[src/rtl/display_timing_pkg.sv]
// Default 640x480@60 timing constants and helpers shared by the display timing generator.
package display_timing_pkg;

    localparam int DEF_PIX_DIV  = 2;
    localparam int DEF_H_ACTIVE = 640;
    localparam int DEF_H_FP     = 16;
    localparam int DEF_H_SYNC   = 96;
    localparam int DEF_H_BP     = 48;
    localparam int DEF_V_ACTIVE = 480;
    localparam int DEF_V_FP     = 10;
    localparam int DEF_V_SYNC   = 2;
    localparam int DEF_V_BP     = 33;

    localparam logic SYNC_ACTIVE_LOW  = 1'b0;
    localparam logic SYNC_ACTIVE_HIGH = 1'b1;

    typedef struct packed {
        logic de;
        logic hsync;
        logic vsync;
    } timing_t;

    function automatic int h_total(input int active, input int fp, input int sync, input int bp);
        return active + fp + sync + bp;
    endfunction

    function automatic int v_total(input int active, input int fp, input int sync, input int bp);
        return active + fp + sync + bp;
    endfunction

    // Width needed to count 0..total-1, never less than one bit.
    function automatic int cnt_width(input int total);
        return (total <= 2) ? 1 : $clog2(total);
    endfunction

endpackage

[src/rtl/display_delay_line.sv]
// Fixed-depth shift register with synchronous active-low reset to a programmable value.
module display_delay_line #(
    parameter int               WIDTH   = 1,
    parameter int               DEPTH   = 1,
    parameter logic [WIDTH-1:0] RST_VAL = '0
) (
    input  logic             clk,
    input  logic             rst_n,
    input  logic [WIDTH-1:0] din,
    output logic [WIDTH-1:0] dout
);

    logic [WIDTH-1:0] stage [DEPTH];

    always_ff @(posedge clk) begin
        if (!rst_n) begin
            for (int i = 0; i < DEPTH; i++) stage[i] <= RST_VAL;
        end else begin
            stage[0] <= din;
            for (int i = 1; i < DEPTH; i++) stage[i] <= stage[i-1];
        end
    end

    assign dout = stage[DEPTH-1];

endmodule

[src/rtl/display_timing_gen.sv]
// Display timing source: pixel/line/frame strobes, field flag and sync-aligned pixel output.
// Optional build macro DISPLAY_TEST_PATTERN_EN enables the h^v test pattern override.
module display_timing_gen
    import display_timing_pkg::*;
#(
    parameter int   PIX_DIV   = DEF_PIX_DIV,
    parameter int   H_ACTIVE  = DEF_H_ACTIVE,
    parameter int   H_FP      = DEF_H_FP,
    parameter int   H_SYNC    = DEF_H_SYNC,
    parameter int   H_BP      = DEF_H_BP,
    parameter int   V_ACTIVE  = DEF_V_ACTIVE,
    parameter int   V_FP      = DEF_V_FP,
    parameter int   V_SYNC    = DEF_V_SYNC,
    parameter int   V_BP      = DEF_V_BP,
    parameter logic HSYNC_POL = SYNC_ACTIVE_LOW,
    parameter logic VSYNC_POL = SYNC_ACTIVE_LOW
) (
    input  logic       clk,
    input  logic       rst_n,
    input  logic       interlaced,
    input  logic       test_pattern,
    input  logic [7:0] display_data,
    output logic       display_next_pixel,
    output logic       display_next_line,
    output logic       display_next_frame,
    output logic       display_current_field,
    output logic [7:0] pix_index,
    output logic       vga_de,
    output logic       vga_hsync,
    output logic       vga_vsync,
    output logic       vblank
);

    localparam int H_TOTAL = h_total(H_ACTIVE, H_FP, H_SYNC, H_BP);
    localparam int V_TOTAL = v_total(V_ACTIVE, V_FP, V_SYNC, V_BP);
    localparam int H_W     = cnt_width(H_TOTAL);
    localparam int V_W     = cnt_width(V_TOTAL);
    localparam int D_W     = cnt_width(PIX_DIV);

    logic [D_W-1:0] div_cnt;
    logic [H_W-1:0] h_cnt;
    logic [V_W-1:0] v_cnt;
    int             h_pos;
    int             v_pos;
    logic           tick;
    logic           h_last;
    logic           v_last;
    logic           h_active;
    timing_t        timing_now;
    timing_t        timing_p0;
    timing_t        timing_p1;
    logic           capture_p1;
    logic [7:0]     capture_val;

    assign h_pos    = int'(h_cnt);
    assign v_pos    = int'(v_cnt);
    assign tick     = (div_cnt == D_W'(PIX_DIV - 1));
    assign h_last   = (h_pos == H_TOTAL - 1);
    assign v_last   = (v_pos == V_TOTAL - 1);
    assign h_active = (h_pos < H_ACTIVE);
    assign vblank   = (v_pos >= V_ACTIVE);

    assign timing_now.de    = h_active && (v_pos < V_ACTIVE);
    assign timing_now.hsync = (h_pos >= H_ACTIVE + H_FP && h_pos < H_ACTIVE + H_FP + H_SYNC)
                              ? HSYNC_POL : ~HSYNC_POL;
    assign timing_now.vsync = (v_pos >= V_ACTIVE + V_FP && v_pos < V_ACTIVE + V_FP + V_SYNC)
                              ? VSYNC_POL : ~VSYNC_POL;

    always_ff @(posedge clk) begin
        if (!rst_n) begin
            div_cnt <= '0;
            h_cnt   <= '0;
            v_cnt   <= '0;
        end else if (tick) begin
            div_cnt <= '0;
            if (h_last) begin
                h_cnt <= '0;
                v_cnt <= v_last ? '0 : v_cnt + 1'b1;
            end else begin
                h_cnt <= h_cnt + 1'b1;
            end
        end else begin
            div_cnt <= div_cnt + 1'b1;
        end
    end

    // p0: strobes and per-pixel timing latched on the tick that ends the pixel slot
    always_ff @(posedge clk) begin
        if (!rst_n) begin
            display_next_pixel    <= 1'b0;
            display_next_line     <= 1'b0;
            display_next_frame    <= 1'b0;
            display_current_field <= 1'b0;
            capture_p1            <= 1'b0;
            timing_p0             <= '{de: 1'b0, hsync: ~HSYNC_POL, vsync: ~VSYNC_POL};
        end else begin
            display_next_pixel <= tick && h_active;
            display_next_line  <= tick && h_last;
            display_next_frame <= tick && h_last && v_last;
            capture_p1         <= display_next_pixel;
            if (tick) timing_p0 <= timing_now;
            if (tick && h_last && v_last)
                display_current_field <= interlaced ? ~display_current_field : 1'b0;
        end
    end

    // p1: timing waits one more clk so it lines up with the capture strobe
    display_delay_line #(
        .WIDTH   ($bits(timing_t)),
        .DEPTH   (1),
        .RST_VAL ({1'b0, ~HSYNC_POL, ~VSYNC_POL})
    ) u_timing_delay (
        .clk   (clk),
        .rst_n (rst_n),
        .din   (timing_p0),
        .dout  (timing_p1)
    );

`ifdef DISPLAY_TEST_PATTERN_EN
    logic [7:0] pattern_p0;
    logic [7:0] pattern_p1;

    always_ff @(posedge clk) begin
        if (tick) pattern_p0 <= h_pos[7:0] ^ v_pos[7:0];
        pattern_p1 <= pattern_p0;
    end

    assign capture_val = test_pattern ? pattern_p1 : display_data;
`else
    logic unused_test_pattern;
    assign unused_test_pattern = test_pattern;
    assign capture_val         = display_data;
`endif

    // p2: output register, all four video outputs change on the same edge
    always_ff @(posedge clk) begin
        if (!rst_n) begin
            pix_index <= 8'h00;
            vga_de    <= 1'b0;
            vga_hsync <= ~HSYNC_POL;
            vga_vsync <= ~VSYNC_POL;
        end else begin
            vga_de    <= timing_p1.de;
            vga_hsync <= timing_p1.hsync;
            vga_vsync <= timing_p1.vsync;
            if (!timing_p1.de)  pix_index <= 8'h00;
            else if (capture_p1) pix_index <= capture_val;
        end
    end

endmodule
[config.mk]
export PLATFORM = sky130hd
export DESIGN_NAME = display_timing_gen
export DESIGN_NICKNAME = d
export VERILOG_FILES = /design/src/rtl/display_timing_pkg.sv /design/src/rtl/display_delay_line.sv /design/src/rtl/display_timing_gen.sv
export SDC_FILE = /design/constraint.sdc
export NUM_CORES = 1
export LEC_CHECK = 0
export CORE_ASPECT_RATIO = 0.6
export CORE_MARGIN = 1
export CORE_UTILIZATION = 65
export CTS_CLUSTER_DIAMETER = 100
export CTS_CLUSTER_SIZE = 20
export DETAILED_ROUTE_END_ITERATION = 8
export DONT_BUFFER_PORTS = 1
export GPL_ROUTABILITY_DRIVEN = 1
export HOLD_SLACK_MARGIN = 0.08
export PLACE_DENSITY_LB_ADDON = 0.3
export SLEW_MARGIN = 15
export SYNTH_ARGS = -nofsm -noshare
export SYNTH_HDL_FRONTEND = slang
export SYNTH_HIERARCHICAL = 1
export SYNTH_SLANG_ARGS = --single-unit
[constraint.sdc]
create_clock -name clk -period 3.4 [get_ports clk]
set_input_delay 0.68 -clock clk [delete_from_list [all_inputs] [get_ports clk]]
set_output_delay 0.68 -clock clk [all_outputs]
set_load 0.02 [all_outputs]
==> metrics, run 1 <==
Clk pwr share=0.365; Internal Power=between 600 and 700 uW; number of setup violations in the final report=0; # Post-CTS Setup Buffers=0; skew final=0.00395 ns; GPL Wtd Cong=0.879; Synth area leader=dfxtp_1; status=finished clean; DP HPWL=2.52 mm; fmax=498 MHz; Fin Hold WS=0.430 ns; pre-CTS WS=1.43 ns; Residual DRC=0; syn nets=about 210; final WL=around 3.5 mm; Final Hold Fails=0; CTS Root Cell=clkbuf_8; # rows=14; core area=approximately 0.0025 mm^2; Synth Instances=191; first-pass GRT wire length=5.78 mm; Post-Syn Area=between 0.0015 and 0.002 mm^2; Synth top area share=0.488; Num CTS Buffers=5; clk sinks=43; PnR worst setup slack=1.39 ns; post-synthesis sequential area ratio=0.488; Routed Antenna Nets=0; clk buf depth=2; switching portion of total power=0.224; yosys warns=6; drt initial violations=85; worst vdd ir=0.000225 V; Crit. End Element=flop; Post-synth top flop=dfxtp_1; M1 WL=1.64 mm; met3 WL=174 um; # fillers=178; Top Layer Used=met4; full die area=around 0.0029 mm^2; CTS Hold Bufs=0; clock insertion delay at the later pin of the skew report=0.29 ns; EDFF count, synth=0; layout cells sized above 1=0.0619; MaxCap Viol Count=0; Worst EP required=3.55 ns; DR pass1 iterations=4; nets@finish=around 210; Mean Syn Cell Area=9.24 um^2; Async SR Flop Fraction=0; H-tree depth=2; RSZ-0062 raised after global routing=no; GR Util All Layers=0.259; most common cell in the netlist=dfxtp_1; diode count=0; vias in the first global route=1275; via count=between 1000 and 1500; P per Cell Area=458 mW/mm^2; Max-slew headroom=0.539; fin crit share=0.591; clock transition at the registers of the reported paths=0.08 ns; Worst setup SP type=flop; Power Total=855 uW; pin slew with the least headroom to its limit=0.687 ns; Synth top cells by count=43 x dfxtp_1, 24 x nor2_1, 14 x nand2_1; register share of total power=0.610; Final min period=between 2 and 2.5 ns; antenna violations before repair=0; Final TNS setup=0 ns; Final Util=0.735; total grt overflow=0; R2R depth=4; Starting Density=0.695; Synth area leaders=dfxtp_1 49%, nor2_1 5.1%, mux2i_1 4.5%, nand2_1 3.0%, xnor2_1 3.0%; P_sw=between 150 and 200 uW; port bufs=0; CP arrival=2.16 ns; largest net degree at the start of global routing=14; chip width=69.3 um; post-cts resize count=0; max-slew violations=0; critical path type=flop to flop; crit-path max FO=12; met2 wire length=1.63 mm; Worst Hold Class=flop to flop; combinational share of power=0.025; Hold Path Cell Cnt=1; DR WL/cell=approximately 15 um; distinct cell type count after synthesis=36; DR vias/cell=5.93; Layout Area Growth over Synthesis=5.74%; die height=42.4 um; Leak=0.646 nW; CTS tree=built; #FFs+latches synth=between 40 and 50; # IOs=28
==> registers in the layout, summed over array words and instances (netlist names) <==
name / count
display_next_frame: 1
display_next_pixel: 1
vga_hsync: 1
v_cnt: 10
vga_vsync: 1
timing_p0: 3
pix_index: 8
h_cnt: 10
u_timing_delay/stage: 3
vga_de: 1
display_next_line: 1
capture_p1: 1
display_current_field: 1
div_cnt: 1
==> power by group through the flow <==
stage / Sequential [mW] / Combinational, mW / Clock (mW)
after floorplan: 0.529 / 0.0214 / 0
after global placement: 0.533 / 0.0194 / 0
after detailed placement: 0.533 / 0.0215 / 0
after CTS: 0.521 / 0.0216 / 0.316
after global routing: 0.523 / 0.0239 / 0.340
final: 0.521 / 0.0213 / 0.312
==> critical path: stages (launching register included) <==
cell     delay, ns
dfxtp_1       0.57
and3_1        0.38
nand3_2       0.20
o21ai_1       0.61
a21oi_1       0.09
==> stage by stage <==
| step | cell area (um^2) | instances |
|---|---|---|
| 5_1_grt | 1870 | 226 |
| 4_1_cts | 1870 | 226 |
| 2_1_floorplan | 1770 | 191 |
| 3_5_place_dp | 1780 | 218 |
| 3_3_place_gp | 1780 | 218 |
| 6_report | 1870 | 226 |
==> cell type report <==
| class | instances | area (um^2) | area share |
|---|---|---|---|
| flip-flops and latches | 43 | 861 | 0.461 |
| multi-input cells | 133 | 843 | 0.452 |
| clock buffers | 6 | 72.6 | 0.0389 |
| well taps | 32 | 40.0 | 0.0214 |
| inverters | 10 | 37.5 | 0.0201 |
| clock inverters | 2 | 12.5 | 0.00670 |
==> logic make-up after synthesis <==
family,after synthesis,synth area share
flip-flops,43,0.488
multiplexers,8,0.0454
buffers and inverters,15,0.0347
AND/OR/NAND/NOR,88,0.280
AO/OA/AOI/OAI,22,0.0695
XOR/XNOR,11,0.0546
adder cells (fa/ha/maj),4,0.0283
==> per-layer routing <==
layer,global-route usage,vias up
met5,0,-
met4,0.102,0
met3,0.0769,5
met2,0.410,31
met1,0.336,637
li1,-,668
==> worst paths after layout <==
kind	from	to	slack (ns)
min reg2reg	u_timing_delay/stage[0][1]$_SDFF_PN1_	vga_hsync$_SDFF_PN1_	0.43
max reg2reg	div_cnt$_SDFF_PP0_	v_cnt[0]$_SDFFE_PN0P_	1.39
max	div_cnt$_SDFF_PP0_	v_cnt[0]$_SDFFE_PN0P_	1.39
min	u_timing_delay/stage[0][1]$_SDFF_PN1_	vga_hsync$_SDFF_PN1_	0.43
==> cell usage in the layout, fill, tap and decap left out, types with 2 or more instances in the layout <==
| master | count |
|---|---|
| xnor2_1 | 6 |
| mux2i_1 | 8 |
| nand2b_1 | 6 |
| a21oi_1 | 10 |
| xor2_1 | 5 |
| and3_1 | 3 |
| o31ai_1 | 3 |
| or4_1 | 4 |
| o21ai_0 | 6 |
| nand4_1 | 7 |
| nor4_1 | 3 |
| nand2_1 | 14 |
| ha_1 | 4 |
| dfxtp_1 | 43 |
| nor2_1 | 24 |
| nand3_1 | 8 |
| inv_1 | 10 |
| nor3_1 | 5 |
| clkbuf_8 | 5 |
| and2_1 | 2 |
| or3_1 | 2 |
(Power assumes the default switching activity.)
==> run 2, diff against run 1 <==
--- a/config.mk
+++ b/config.mk
@@ -7,7 +7,7 @@
 export LEC_CHECK = 0
 export CORE_ASPECT_RATIO = 0.6
 export CORE_MARGIN = 1
-export CORE_UTILIZATION = 65
+export CORE_UTILIZATION = 61
 export CTS_CLUSTER_DIAMETER = 100
 export CTS_CLUSTER_SIZE = 20
 export DETAILED_ROUTE_END_ITERATION = 8
==> constraint.sdc (replaced) <==
create_clock -name clk -period 1.85 [get_ports clk]
set_input_delay 0.37 -clock clk [delete_from_list [all_inputs] [get_ports clk]]
set_output_delay 0.37 -clock clk [all_outputs]
set_load 0.02 [all_outputs]
==> run 2 against run 1 <==
Non-clock buffer count is 10 higher. Sequential share of layout area is 2.1 points lower. Via count is 6.3% higher. Utilization is 1.1 points higher. Sequential power is 83% higher. Combinational power is 140% higher. Flip-flop and latch count stayed put. Clock skew is 0.0042 ns higher. Critical path type unchanged. Largest power group unchanged.
==> metrics, run 2 (synthesis gave the netlist of run 1 again) <==
clock insertion delay at the later pin of the skew report=0.30 ns (was 0.29 ns); H-tree depth=2 (unchanged); Worst Hold Class=input pin to flop (was flop to flop); CP arrival=1.96 ns (was 2.16 ns); antenna violations before repair=0 (unchanged); full die area=0.00312 mm^2 (was 0.00294 mm^2); crit-path max FO=7 (was 12); die height=43.7 um (was 42.4 um); clk buf depth=2 (unchanged); clock transition at the registers of the reported paths=0.09 ns (was 0.08 ns); DR WL/cell=16.1 um (was 15.4 um); DP HPWL=2.77 mm (was 2.52 mm); # rows=14 (unchanged); vias in the first global route=1326 (was 1275); CTS Root Cell=clkbuf_8 (unchanged); Layout Area Growth over Synthesis=11.0% (was 5.74%); worst vdd ir=0.000399 V (was 0.000225 V); # IOs=28 (unchanged); skew final=0.00819 ns (was 0.00395 ns); fin crit share=0.935 (was 0.591); most common cell after layout, fill and taps aside=dfxtp_1 (unchanged); DR pass1 iterations=4 (unchanged); P per Cell Area=819 mW/mm^2 (was 458 mW/mm^2); total grt overflow=0 (unchanged); Worst EP required=2.08 ns (was 3.55 ns); dpl cell area=0.00184 mm^2 (was 0.00178 mm^2); critical path type=flop to flop (unchanged); Max-slew headroom=0.708 (was 0.539); Leak=0.694 nW (was 0.646 nW); Final TNS setup=0 ns (unchanged); Routed Antenna Nets=0 (unchanged); DR vias/cell=6.04 (was 5.93); number of setup violations in the final report=0 (unchanged); RSZ-0062 raised after global routing=no (unchanged); most frequent cells in the layout=42 x dfxtp_1, 24 x nor2_1, 14 x nand2_1 (was 43 x dfxtp_1, 24 x nor2_1, 14 x nand2_1, 10 x inv_1, 10 x a21oi_1); Starting Density=0.672 (was 0.695); Final Util=0.746 (was 0.735); Post-Layout Inst Area=0.00196 mm^2 (was 0.00187 mm^2); CTS Hold Bufs=0 (unchanged); GPL Wtd Cong=0.827 (was 0.879); Final min period=1.73 ns (was 2.01 ns); max-slew violations=0 (unchanged); status=finished clean (unchanged); Final Non-Filler Cells=236 (was 226); Num CTS Buffers=5 (unchanged); largest net degree at the start of global routing=16 (was 14); Final Hold Fails=0 (unchanged); drt initial violations=124 (was 85); Crit. End Element=flop (unchanged); nets@finish=219 (was 209); clk sinks=43 (unchanged); top flop regs=h_cnt: 10 flops, v_cnt: 10 flops, pix_index: 8 flops (unchanged); Worst setup SP type=flop (unchanged); port bufs=0 (unchanged); Residual DRC=0 (unchanged); final WL=3.79 mm (was 3.48 mm); layout cells sized above 1=0.127 (was 0.0619); core area=0.00263 mm^2 (was 0.00254 mm^2); total placed cells including tap cells=226 (was 218); chip width=71.5 um (was 69.3 um); CTS tree=built (unchanged); GR Util All Layers=0.269 (was 0.259); first-pass GRT wire length=6.20 mm (was 5.78 mm); via count=1426 (was 1341); Power Total=1.60 mW (was 855 uW); fmax=578 MHz (was 498 MHz); MaxCap Viol Count=0 (unchanged); diode count=0 (unchanged); pin slew with the least headroom to its limit=0.438 ns (was 0.687 ns)
[run 2: final timing paths]
kind / cells past startpoint / endpoint / slack, ns / start
setup / recovery: 5 / v_cnt[6]$_SDFFE_PN0P_ / 0.12 / h_cnt[1]$_SDFFE_PN0P_
hold / removal: 1 / vga_hsync$_SDFF_PN1_ / 0.14 / rst_n
setup reg to reg: 5 / v_cnt[6]$_SDFFE_PN0P_ / 0.12 / h_cnt[1]$_SDFFE_PN0P_
hold reg to reg: 1 / vga_vsync$_SDFF_PN1_ / 0.42 / u_timing_delay/stage[0][0]$_SDFF_PN1_
[run 2: report_power, final]
part / switching, mW / internal, mW
Sequential: 0.0139 / 0.939
Combinational: 0.0294 / 0.0227
Clock: 0.329 / 0.270
[run 2: through the flow]
step | hold WS, ns | setup slack, ns
after floorplan | 0.386 | 0.150
after global placement | 0.395 | 0.102
after detailed placement | 0.397 | 0.0131
after CTS | 0.142 | 0.0257
after global routing | 0.134 | 0.00963
final | 0.142 | 0.121
[run 2: layout make-up]
cell class / instances / area [um^2]
inverter: 10 / 37.5
fill: 194 / 668
multi-input combinational: 133 / 851
tap: 32 / 40.0
clock inverter: 3 / 25.0
timing repair buffer: 10 / 75.1
clock buffer: 5 / 68.8
sequential: 43 / 862
[run 2: what timing repair did]
action,CTS,global route
gates resized for setup,0,4
pin swaps,1,0
endpoints found under the setup margin,2,6
setup buffers,1,1
[run 2: critical path, stage by stage (launching register included)]
cell,delay (ns)
dfxtp_1,0.36
ha_2,0.23
and3_4,0.24
nand4_4,0.15
or4b_1,0.53
a21oi_1,0.15
[run 2: layer usage]
metal  vias up  global-route usage  routed length (um)
li1        685                   -                   -
met3        14              0.0791                 384
met2        80               0.410                1770
met5         -                   0                   0
met1       647               0.359                1550
met4         0               0.125                  89
==> run 3, diff against run 2 <==
--- a/config.mk
+++ b/config.mk
@@ -5,7 +5,7 @@
 export SDC_FILE = /design/constraint.sdc
 export NUM_CORES = 1
 export LEC_CHECK = 0
-export CORE_ASPECT_RATIO = 0.6
+export ABC_AREA = 1
 export CORE_MARGIN = 1
 export CORE_UTILIZATION = 61
 export CTS_CLUSTER_DIAMETER = 100
==> run 3 against run 2 <==
Sequential share of layout area fell by 2.2 points. Combinational power fell by 20%. Non-clock buffer count fell by 8. Synthesized cell count rose by 39%. Critical path type is now flop to output port. Die area rose by 9.1%. Register-to-register slack improved by 0.08 ns. Sequential power barely moved. Via count rose by 13%. Cell area rose by 5.2%. Utilization fell by 6.5 points. Fmax fell by 0.22%.
==> metrics, run 3 <==
Hold Path Cell Cnt=2 (was 1); PnR worst setup slack=0.117 ns (was 0.121 ns); Synth top cells by count=71 x nand2_1, 43 x dfxtp_1, 37 x inv_1 (was 43 x dfxtp_1, 24 x nor2_1, 14 x nand2_1); Crit. End Element=output port (was flop); Min-Delay Endpoint=u_timing_delay/stage[0][2]$_SDFF_PN0_ (was vga_hsync$_SDFF_PN1_); full die area=0.00340 mm^2 (was 0.00312 mm^2); max-slew violations=0 (unchanged); # Post-CTS Setup Buffers=0 (was 1); CP arrival=1.36 ns (was 1.96 ns); via count=1615 (was 1426); Synth area leader=dfxtp_1 (unchanged); Critical Path Source=v_cnt[8]$_SDFFE_PN0P_ (was h_cnt[1]$_SDFFE_PN0P_); distinct cell type count after synthesis=31 (was 36); Worst Hold Class=input pin to flop (unchanged); DR pass1 iterations=4 (unchanged); MaxCap Viol Count=0 (unchanged); Synth top area share=0.444 (was 0.488); largest net degree at the start of global routing=16 (unchanged); most frequent cells in the layout=71 x nand2_1, 42 x dfxtp_1, 37 x inv_1, 34 x nor2_1, 20 x a21oi_1 (was 42 x dfxtp_1, 24 x nor2_1, 14 x nand2_1); chip width=58.4 um (was 71.5 um); GR Util All Layers=0.248 (was 0.269); Leak=0.843 nW (was 0.694 nW); CTS Root Cell=clkbuf_4 (was clkbuf_8); Final TNS setup=0 ns (unchanged); clk sinks=43 (unchanged); DR WL/cell=11.7 um (was 16.1 um); Final Hold Fails=0 (unchanged); status=finished clean (unchanged); # rows=20 (was 14); layout cells sized above 1=0.0952 (was 0.127); Worst EP required=1.48 ns (was 2.08 ns); worst r2r dst=v_cnt[5]$_SDFFE_PN0P_ (was v_cnt[6]$_SDFFE_PN0P_); pre-CTS WS=0.237 ns (was 0.0131 ns); DR vias/cell=5.09 (was 6.04); hold_sp=rst_n (unchanged); diode count=0 (unchanged); nets@finish=288 (was 219); Layout Area Growth over Synthesis=6.40% (was 11.0%); worst vdd ir=0.000426 V (was 0.000399 V); H-tree depth=2 (unchanged); number of setup violations in the final report=0 (unchanged); pin slew with the least headroom to its limit=0.478 ns (was 0.438 ns); vias in the first global route=1411 (was 1326); post-synthesis sequential area ratio=0.444 (was 0.488); port bufs=0 (unchanged); most common cell after layout, fill and taps aside=nand2_1 (was dfxtp_1); Max-slew headroom=0.681 (was 0.708); Final min period=1.73 ns (about the same); die height=58.4 um (was 43.7 um); Async SR Flop Fraction=0 (unchanged); skew final=0.00672 ns (was 0.00819 ns); Post-synth top flop=dfxtp_1 (unchanged); Routed Antenna Nets=0 (unchanged); yosys warns=6 (unchanged); Num CTS Buffers=5 (unchanged); final WL=3.72 mm (was 3.79 mm); total grt overflow=0 (unchanged); most common cell in the netlist=nand2_1 (was dfxtp_1); P per Cell Area=715 mW/mm^2 (was 819 mW/mm^2); core area=0.00303 mm^2 (was 0.00263 mm^2); RSZ-0062 raised after global routing=no (unchanged); fmax=577 MHz (was 578 MHz); GPL Wtd Cong=0.883 (was 0.827); Post-Syn Area=0.00194 mm^2 (was 0.00177 mm^2); # IOs=28 (unchanged); Worst setup SP type=flop (unchanged); # fillers=252 (was 194); Residual DRC=0 (unchanged); fin crit share=0.937 (was 0.935); #FFs+latches synth=43 (unchanged); internal reg-to-reg setup slack=0.20 ns (was 0.12 ns); antenna violations before repair=0 (unchanged); syn nets=282 (was 207); clock transition at the registers of the reported paths=0.14 ns (was 0.09 ns); top flop regs=h_cnt: 10 flops, v_cnt: 10 flops, pix_index: 8 flops (unchanged); first-pass GRT wire length=6.36 mm (was 6.20 mm); Mean Syn Cell Area=7.28 um^2 (was 9.24 um^2); Synth area leaders=dfxtp_1 44%, nand2_1 14%, inv_1 7.2%, nor2_1 6.6%, a21oi_1 5.2% (was dfxtp_1 49%, nor2_1 5.1%, mux2i_1 4.5%, nand2_1 3.0%, xnor2_1 3.0%); Synth Instances=266 (was 191); R2R depth=6 (was 5); clk buf depth=2 (unchanged); reg2reg start=h_cnt[0]$_SDFFE_PN0P_ (was h_cnt[1]$_SDFFE_PN0P_); crit-path max FO=4 (was 7); EDFF count, synth=0 (unchanged); drt initial violations=96 (was 124); CTS tree=built (unchanged); DP HPWL=2.71 mm (was 2.77 mm); clock insertion delay at the later pin of the skew report=0.36 ns (was 0.30 ns); Starting Density=0.640 (was 0.672); critical path type=flop to output port (was flop to flop)
-- run 3: final cells by class --
class,count,area (um^2),share of cell area
repair buffers,2,17.5,0.00850
multi-input cells,180,915,0.444
well taps,44,55.1,0.0267
clock buffers,5,37.5,0.0182
inverters,40,150,0.0729
clock inverters,3,23.8,0.0115
flip-flops and latches,43,862,0.418
-- run 3: per-stage QoR --
stage	hold slack [ns]	std cells	utilization	instance area, um^2	power (mW)
2_1_floorplan	0.393	266	-	1940	1.00
5_1_grt	0.0809	317	0.681	2060	1.54
6_report	0.0922	317	0.681	2060	1.47
3_3_place_gp	0.396	308	0.655	1980	1.01
3_5_place_dp	0.404	308	0.655	1980	1.01
4_1_cts	0.0837	317	0.680	2060	1.49
-- run 3: cells by family (layout without fill, tap and decap cells) --
| logic type | after synthesis | in the layout | share of synthesized area |
|---|---|---|---|
| AND/OR/NAND/NOR | 145 | 145 | 0.355 |
| flip-flops | 43 | 43 | 0.444 |
| adder cells (fa/ha/maj) | 4 | 4 | 0.0258 |
| AO/OA/AOI/OAI | 28 | 28 | 0.0749 |
| buffers and inverters | 43 | 50 | 0.0859 |
| XOR/XNOR | 3 | 3 | 0.0136 |
-- run 3: worst max path at each step --
stage,slack (ns),end
floorplan,0.46,v_cnt[8]$_SDFFE_PN0P_
global placement,0.29,v_cnt[5]$_SDFFE_PN0P_
detailed placement,0.24,v_cnt[5]$_SDFFE_PN0P_
CTS,0.08,vblank
global route,0.03,vblank
finish,0.12,vblank
-- run 3: critical path, stage by stage (launching register included) --
cell and delay [ns]:
dfxtp_1 0.39, inv_1 0.10, nor3_2 0.24, nor2_1 0.10, inv_1 0.17
-- run 3: report_power, final --
part	internal [mW]	total (mW)	switching, mW
sequential	0.937	0.952	0.0151
combinational	0.0118	0.0418	0.0300
clock	0.152	0.481	0.328
-- run 3: what timing repair did --
item / CTS / global route
hold endpoints to repair: 2 / 0
hold buffers: 1 / 0
gates resized for setup: 1 / 1
setup endpoints to repair: 1 / 1
-- run 3: per-layer routing --
| layer | vias to the layer above | routed length [um] | GRT usage |
|---|---|---|---|
| met5 | - | 0 | 0 |
| met4 | 0 | 41 | 0.0612 |
| met3 | 5 | 188 | 0.0725 |
| met2 | 38 | 1720 | 0.402 |
| met1 | 720 | 1770 | 0.326 |
| li1 | 852 | - | - |
